### src/rtl/ram4_if.sv
// ---------------------------------------------------------------------------
// ram4_if
// Purpose : Bundles the data/control bus of the 4-word x 16-bit RAM so that
//           the driver side and the RAM side can be connected as a unit.
// Signals : in      [15:0]  write data            (master -> slave)
//           load            write enable          (master -> slave)
//           address [1:0]   word select, read+wr  (master -> slave)
//           out     [15:0]  read data             (slave  -> master)
// Modports: master - whoever drives the RAM (testbench, CPU datapath, ...)
//           slave  - the RAM itself
// ---------------------------------------------------------------------------
interface ram4_if;

    logic [15:0] in;
    logic        load;
    logic [1:0]  address;
    logic [15:0] out;

    // The driving side owns data, enable and address and observes read data.
    modport master (
        output in,
        output load,
        output address,
        input  out
    );

    // The RAM consumes data, enable and address and produces read data.
    modport slave (
        input  in,
        input  load,
        input  address,
        output out
    );

endinterface

### src/rtl/ram4.sv
// ---------------------------------------------------------------------------
// ram4
// Purpose : Four-word, 16-bit register RAM. Writes happen on the rising edge
//           of clk when load is high; reads are purely combinational through
//           a 4-way 16-bit multiplexer, so a write at edge N is visible on
//           out straight after edge N.
// Ports   : clk            single clock, all state changes on rising edge
//           reset          synchronous, active-high; clears all words and
//                          wins over a simultaneous write
//           bus (slave)    in / load / address / out, see ram4_if
//
// mux4way16
// Purpose : Combinational 4:1 selector for 16-bit words, used as the RAM read
//           path.
// Ports   : i_a..i_d [15:0] candidate words (sel 00..11)
//           i_sel    [1:0]  select
//           o_out    [15:0] selected word
// ---------------------------------------------------------------------------
module mux4way16 (
    input  logic [15:0] i_a,
    input  logic [15:0] i_b,
    input  logic [15:0] i_c,
    input  logic [15:0] i_d,
    input  logic [1:0]  i_sel,
    output logic [15:0] o_out
);

    // Plain 4:1 select; the default keeps the block latch-free even though
    // all four select codes are listed.
    always_comb begin
        o_out = i_a;
        case (i_sel)
            2'b00:   o_out = i_a;
            2'b01:   o_out = i_b;
            2'b10:   o_out = i_c;
            2'b11:   o_out = i_d;
            default: o_out = i_a;
        endcase
    end

endmodule

module ram4 (
    input  logic  clk,
    input  logic  reset,
    ram4_if.slave bus
);

    logic [15:0] r_word0;
    logic [15:0] r_word1;
    logic [15:0] r_word2;
    logic [15:0] r_word3;

    logic [3:0]  w_wrEn;
    logic [15:0] w_readData;

    // Route the single write enable to exactly one word. With load low no
    // enable is raised, so every word holds regardless of in or address.
    always_comb begin
        w_wrEn = 4'b0000;
        if (bus.load) begin
            case (bus.address)
                2'b00:   w_wrEn = 4'b0001;
                2'b01:   w_wrEn = 4'b0010;
                2'b10:   w_wrEn = 4'b0100;
                2'b11:   w_wrEn = 4'b1000;
                default: w_wrEn = 4'b0000;
            endcase
        end
    end

    // Word storage. Reset is checked first so that a write arriving in the
    // same cycle as reset is discarded and all four words clear together.
    // Only the values of in/address present at the rising edge matter, since
    // nothing here is sensitive to them between edges.
    always_ff @(posedge clk) begin
        if (reset) begin
            r_word0 <= 16'h0000;
            r_word1 <= 16'h0000;
            r_word2 <= 16'h0000;
            r_word3 <= 16'h0000;
        end else begin
            if (w_wrEn[0]) r_word0 <= bus.in;
            if (w_wrEn[1]) r_word1 <= bus.in;
            if (w_wrEn[2]) r_word2 <= bus.in;
            if (w_wrEn[3]) r_word3 <= bus.in;
        end
    end

    // Read path is combinational from the stored words, so an address change
    // shows up on out within the same cycle and a freshly written word is
    // visible right after its edge.
    mux4way16 u_readMux (
        .i_a   (r_word0),
        .i_b   (r_word1),
        .i_c   (r_word2),
        .i_d   (r_word3),
        .i_sel (bus.address),
        .o_out (w_readData)
    );

    assign bus.out = w_readData;

endmodule

### src/flat_wrapper.sv
// flat-port wrapper written by rule: the top's interface ports become plain ports
module ram4_flat 
  (clk, reset, bus_in, bus_load, bus_address, bus_out);
  ram4_if bus_i ();
  input  logic clk;
  input  logic reset;
  input wire logic [$bits(bus_i.in)-1:0] bus_in;
  input wire logic [$bits(bus_i.load)-1:0] bus_load;
  input wire logic [$bits(bus_i.address)-1:0] bus_address;
  output wire logic [$bits(bus_i.out)-1:0] bus_out;
  assign bus_i.in = bus_in;
  assign bus_i.load = bus_load;
  assign bus_i.address = bus_address;
  assign bus_out = bus_i.out;
  ram4 u_core (.clk(clk), .reset(reset), .bus(bus_i));
endmodule
### config.mk
export PLATFORM = sky130hd
export DESIGN_NAME = ram4_flat
export DESIGN_NICKNAME = d
export VERILOG_FILES = /design/src/rtl/ram4_if.sv /design/src/rtl/ram4.sv /design/src/flat_wrapper.sv
export SDC_FILE = /design/constraint.sdc
export NUM_CORES = 1
export LEC_CHECK = 0
export CAP_MARGIN = 20
export CELL_PAD_IN_SITES_DETAIL_PLACEMENT = 1
export CELL_PAD_IN_SITES_GLOBAL_PLACEMENT = 1
export CORE_ASPECT_RATIO = 1.4
export CORE_MARGIN = 10
export CORE_UTILIZATION = 46
export CTS_BUF_LIST = sky130_fd_sc_hd__clkbuf_4
export CTS_CLUSTER_SIZE = 14
export DETAILED_ROUTE_END_ITERATION = 10
export PLACE_DENSITY = 0.86
export SYNTH_ARGS = -nofsm -noshare
export SYNTH_HDL_FRONTEND = slang
export SYNTH_SLANG_ARGS = --single-unit
### constraint.sdc
create_clock -name clk -period 1.6 [get_ports clk]
set_input_delay 0.4 -clock clk [delete_from_list [all_inputs] [get_ports clk]]
set_output_delay 0.4 -clock clk [all_outputs]
set_load 0.005 [all_outputs]
Yosys cells after proc, flatten, opt, wreduce, memory -nomap -nowiden
Cells that the tools add are included.
{ "word_totals": {"register_bits": 64, "latch_bits": 0, "mem_bits_rw": 0, "mem_bits_ro": 0, "input_bits": 21, "output_inout_bits": 16, "wordCells": 11, "mem_count": 0} }
{ "classes": {"n_addsub": 0, "n_mul": 0, "div": 0, "magnitude_cmp": 0, "eq_ne": 3, "n_shift": 0, "mux": 3, "bitwise": 0, "reduce_logical": 1} }
{ "ops": {"columns": ["op", "n"], "rows": [
  ["one-hot mux 16 bit (4 select lines)", 1],
  ["one-hot mux 4 bit (4 select lines)", 1],
  ["== test 2 bit (second input constant)", 2],
  ["two-way mux 4 bit", 1],
  ["== test 2 x 1 -> 1 bit (second input constant)", 1],
  ["zero test 2 bit", 1]
]} }

Logic depth before layout (Yosys ltp)
{ "logic_depth": {"word_depth": 3, "depth_mapped": 5, "mapped_depth_nobuf": 2} }

By module
A second synthesis with hierarchy kept.
{ "hier_totals": {"hier_cells": 249, "hier_area_um2": 2989.1} }
{ "by_module_without_submodules": {"columns": ["mod", "n_inst", "cells_per_inst", "area_each_um2", "seq_area_each_um2"], "rows": [
  ["ram4", 1, 229, 2565.0, 1281.2],
  ["mux4way16", 1, 20, 424.2, 0.0]
]} }

Worst setup path after synthesis
Ideal clock, no wire load.
{ "synth_timing": {"path_kind": "input -> output", "start": "in bus_address[1]", "end": "out bus_out[5]", "t_arrival_ns": 1.120, "required_ns": 1.200, "path_slack_ns": 0.080, "cell_stages": 2, "n_path_buf": 1, "path_cell_list": "buf_2 -> mux4_2"} }
{ "synth_via": {"elab_chain_len": 2, "word_cells_on_any_way": 5, "classes_between": "eq/ne: 3; mux: 1; reduce/logical: 1"} }
{ "synth_rtl": {"columns": ["element", "line", "text"], "rows": [
  ["start, declared", "flat_wrapper.sv:9", "input wire logic [$bits(bus_i.address)-1:0] bus_address;"],
  ["== test 2 bit, or another cell as far along", "ram4.sv:32", "case (i_sel)"],
  ["one-hot mux 16 bit (4 select lines) *", "ram4.sv:32", null],
  ["end, declared", "flat_wrapper.sv:10", "output wire logic [$bits(bus_i.out)-1:0] bus_out;"]
]} }
Mark *: on every way between the ends. The rest lies on a longest branch, timed or not.

Final worst setup path
{ "layout_timing": {"start": "in bus_address[0]", "end": "out bus_out[13]"} }
The elaborated chain is that of the path after synthesis.

==> results.yml <==
outcome:
  status: "complete, but fails checks"
  violations: "negative setup slack"
sta:
  hold_ws_ns: 0.476
  period_share: 1.10
  hold_viol: 0
  fin_skew_ns: 0
  max_freq_mhz: 568
  setup_ws_ns: -0.162
  setup_violations: 16
  worstMarginPinSlew_ns: 0.262
  drv_slew: 0
  rsz0062_at_grt: "true"
  slew-limit-headroom: 0.824
  min_period_ns: 1.76
logic_synthesis:
  synth_flop_cell: "dfxtp_1"
  ys_seq_area_frac: 0.432
  yosys.cell_types.count: 15
  ys_top_cells_by_count: "nand2b_1, dfxtp_1, mux2i_1"
  yosysWarnings: 0
  synthMuxAreaShare: 0.340
  synth_compound_area_frac: 0
  syn_nets: 271
  synth.cell_area_um2: 2970
  synth_xor_area_frac: 0
  synthArstFlopShare: 0
  synth_top_family_by_area: "multiplexers"
  synth_adder_area_share: 0
  yosysTopAreaCellShare: 0.432
  syn_area_per_cell_um2: 11.9
  syn_inst: 250
  synth.area.top_cells: "dfxtp_1, mux2i_1, nand2b_1"
  synth_edf_count: 0
  synth-simple-area-share: 0.183
  synth-seq-cells: 64
  yosysMostFrequentCell: "nand2b_1"
  yosys.area.top_type: "dfxtp_1"
finish:
  num-nets-final: 325
  fin_cells: 381
  ff_latch_area_um2: 1310
  multi_input_area_um2: 1550
  num-fill-cells: 656
  synthToLayoutAreaGrowth_pct: 24.1
  drive_gt1_frac: 0.317
  diodes: 0
cts:
  clockRootBuffer: "clkbuf_4"
  clkTransAtPathRegs_ns: 0.09
  cts_buffers: 9
  cts_tree: "done"
  clock_latency_ns: 0.41
  cts_max_level: 3
  clkSinkCount: 64
  clock_path_buffers: 2
route:
  routed_wl_mm: 7.49
  drtPass1Iterations: 4
  drt-initial-drc-count: 86
  vias: 2036
  routed_via_density: 5.34
  drc: 0
  final_antenna_net_count: 0
  wire_per_inst_um: 19.7
global_route:
  grt_max_degree: 31
  grt_pass1_vias: 2366
  antenna_found_initial: 0
  grt_usage: 0.156
  gr-total-overflow: 0
  grt_pass1_wl_mm: 12.1
hold_path:
  hold_class: "reg -> reg"
power_and_ir_drop:
  p_clk_frac: 0.339
  power.density_nw_per_um2: 861
  sw_frac_of_total: 0.246
  internal-power_w: 0.00239
  switchingPower_w: 0.000781
  power.total_w: 0.00317
  ir_worst_vdd_v: 0.000459
  p_leak_nw: 1.68
  power_frac_comb: 0.131
  seqPwrFrac: 0.530
critical_path:
  cp-start-kind: "input pin"
  critPathMaxFanout: 8
  crit_type: "in -> out"
  cp.arrival_ns: 1.36
  end_kind: "output pin"
  cp_data_required_time_ns: 1.20
die:
  io_pins: 37
  dieWidth_um: 87.9
  die_height_um: 115
  start_util: 0.475
  core_area_um2: 6250
  dieArea_um2: 10100
  row_count: 34
placement:
  dp_hpwl_mm: 4.89
  dp_cells: 356
  port_buffers: 36
  gp_congestion: 0.740
job:
  maxCapViolCount: 0
[power by group through the flow]
stage | Clock (W) | Combinational, W | Sequential [W]
after floorplan | 0 | 0.000234 | 0.00170
after global placement | 0 | 0.000394 | 0.00171
after detailed placement | 0 | 0.000404 | 0.00171
after CTS | 0.00109 | 0.000414 | 0.00168
after global routing | 0.00117 | 0.000450 | 0.00169
final | 0.00107 | 0.000416 | 0.00168
[critical path, stage by stage]
cell	delay, ns
buf_2	0.14
buf_12	0.16
mux4_2	0.52
buf_2	0.15
[layer usage]
layer | global-route usage | vias up | routed length, um
li1 | - | 971 | -
met1 | 0.164 | 1023 | 2910
met2 | 0.283 | 33 | 4210
met3 | 0.0425 | 9 | 250
met4 | 0.0608 | 0 | 119
met5 | 0 | - | 0
[final cells by class]
cell class / count / share of cell area
clock buffer: 11 / 0.0224
clock inverter: 5 / 0.0129
multi-input combinational: 166 / 0.421
sequential: 64 / 0.355
tap: 72 / 0.0245
timing repair buffer: 63 / 0.164
[placed cells by master (no fill, tap or decap), drive strengths merged]
cell type | synthesis | final
nand2b | 80 | 80
mux2i | 64 | 64
dfxtp | 64 | 64
buf | 12 | 44
clkdlybuf4s50 | 0 | 18
mux4 | 16 | 16
clkbuf | 8 | 11
clkinv | 0 | 4
nand3b | 2 | 2
nor3b | 1 | 1
and3 | 1 | 1
nand3 | 1 | 1
or3b | 1 | 1
bufinv | 0 | 1
bufbuf | 0 | 1
[sequential cells by signal (all words and copies together), names as in the netlist]
register,cells
u_core.r_word0,16
u_core.r_word1,16
u_core.r_word2,16
u_core.r_word3,16
[final timing paths]
path / cells past startpoint / start / slack, ns / endpoint
hold reg to reg: 2 / u_core.r_word3[12] / 0.48 / u_core.r_word3[12]
setup reg to reg: 4 / u_core.r_word3[6] / 0.75 / u_core.r_word3[6]
setup / recovery: 4 / bus_address[0] / -0.16 / bus_out[13]
hold / removal: 2 / u_core.r_word3[12] / 0.48 / u_core.r_word3[12]
[what timing repair did]
action                     CTS  global route
buffers inserted             4             4
gates cloned                 2             0
setup endpoints to repair   16            16
pin swaps                    0             0
hold buffers                 0             0
resized for setup           89            12
[cells by family after synthesis]
logic type | count (synthesis)
buffers and inverters | 20
flip-flops | 64
multiplexers | 80
AND/OR/NAND/NOR | 86
[per-stage QoR]
step / setup WS, ns / util / TNS (ns) / area, um^2
5_1_grt: -0.210 / 0.589 / -3.03 / 3680
6_report: -0.162 / 0.589 / -2.21 / 3680
3_5_place_dp: -0.912 / 0.559 / -31.84 / 3500
3_3_place_gp: -0.901 / 0.559 / -29.27 / 3500
2_1_floorplan: 0.0796 / - / 0 / 2970
4_1_cts: -0.178 / 0.581 / -2.59 / 3630
Note: power is estimated with default switching activity, not from simulation.
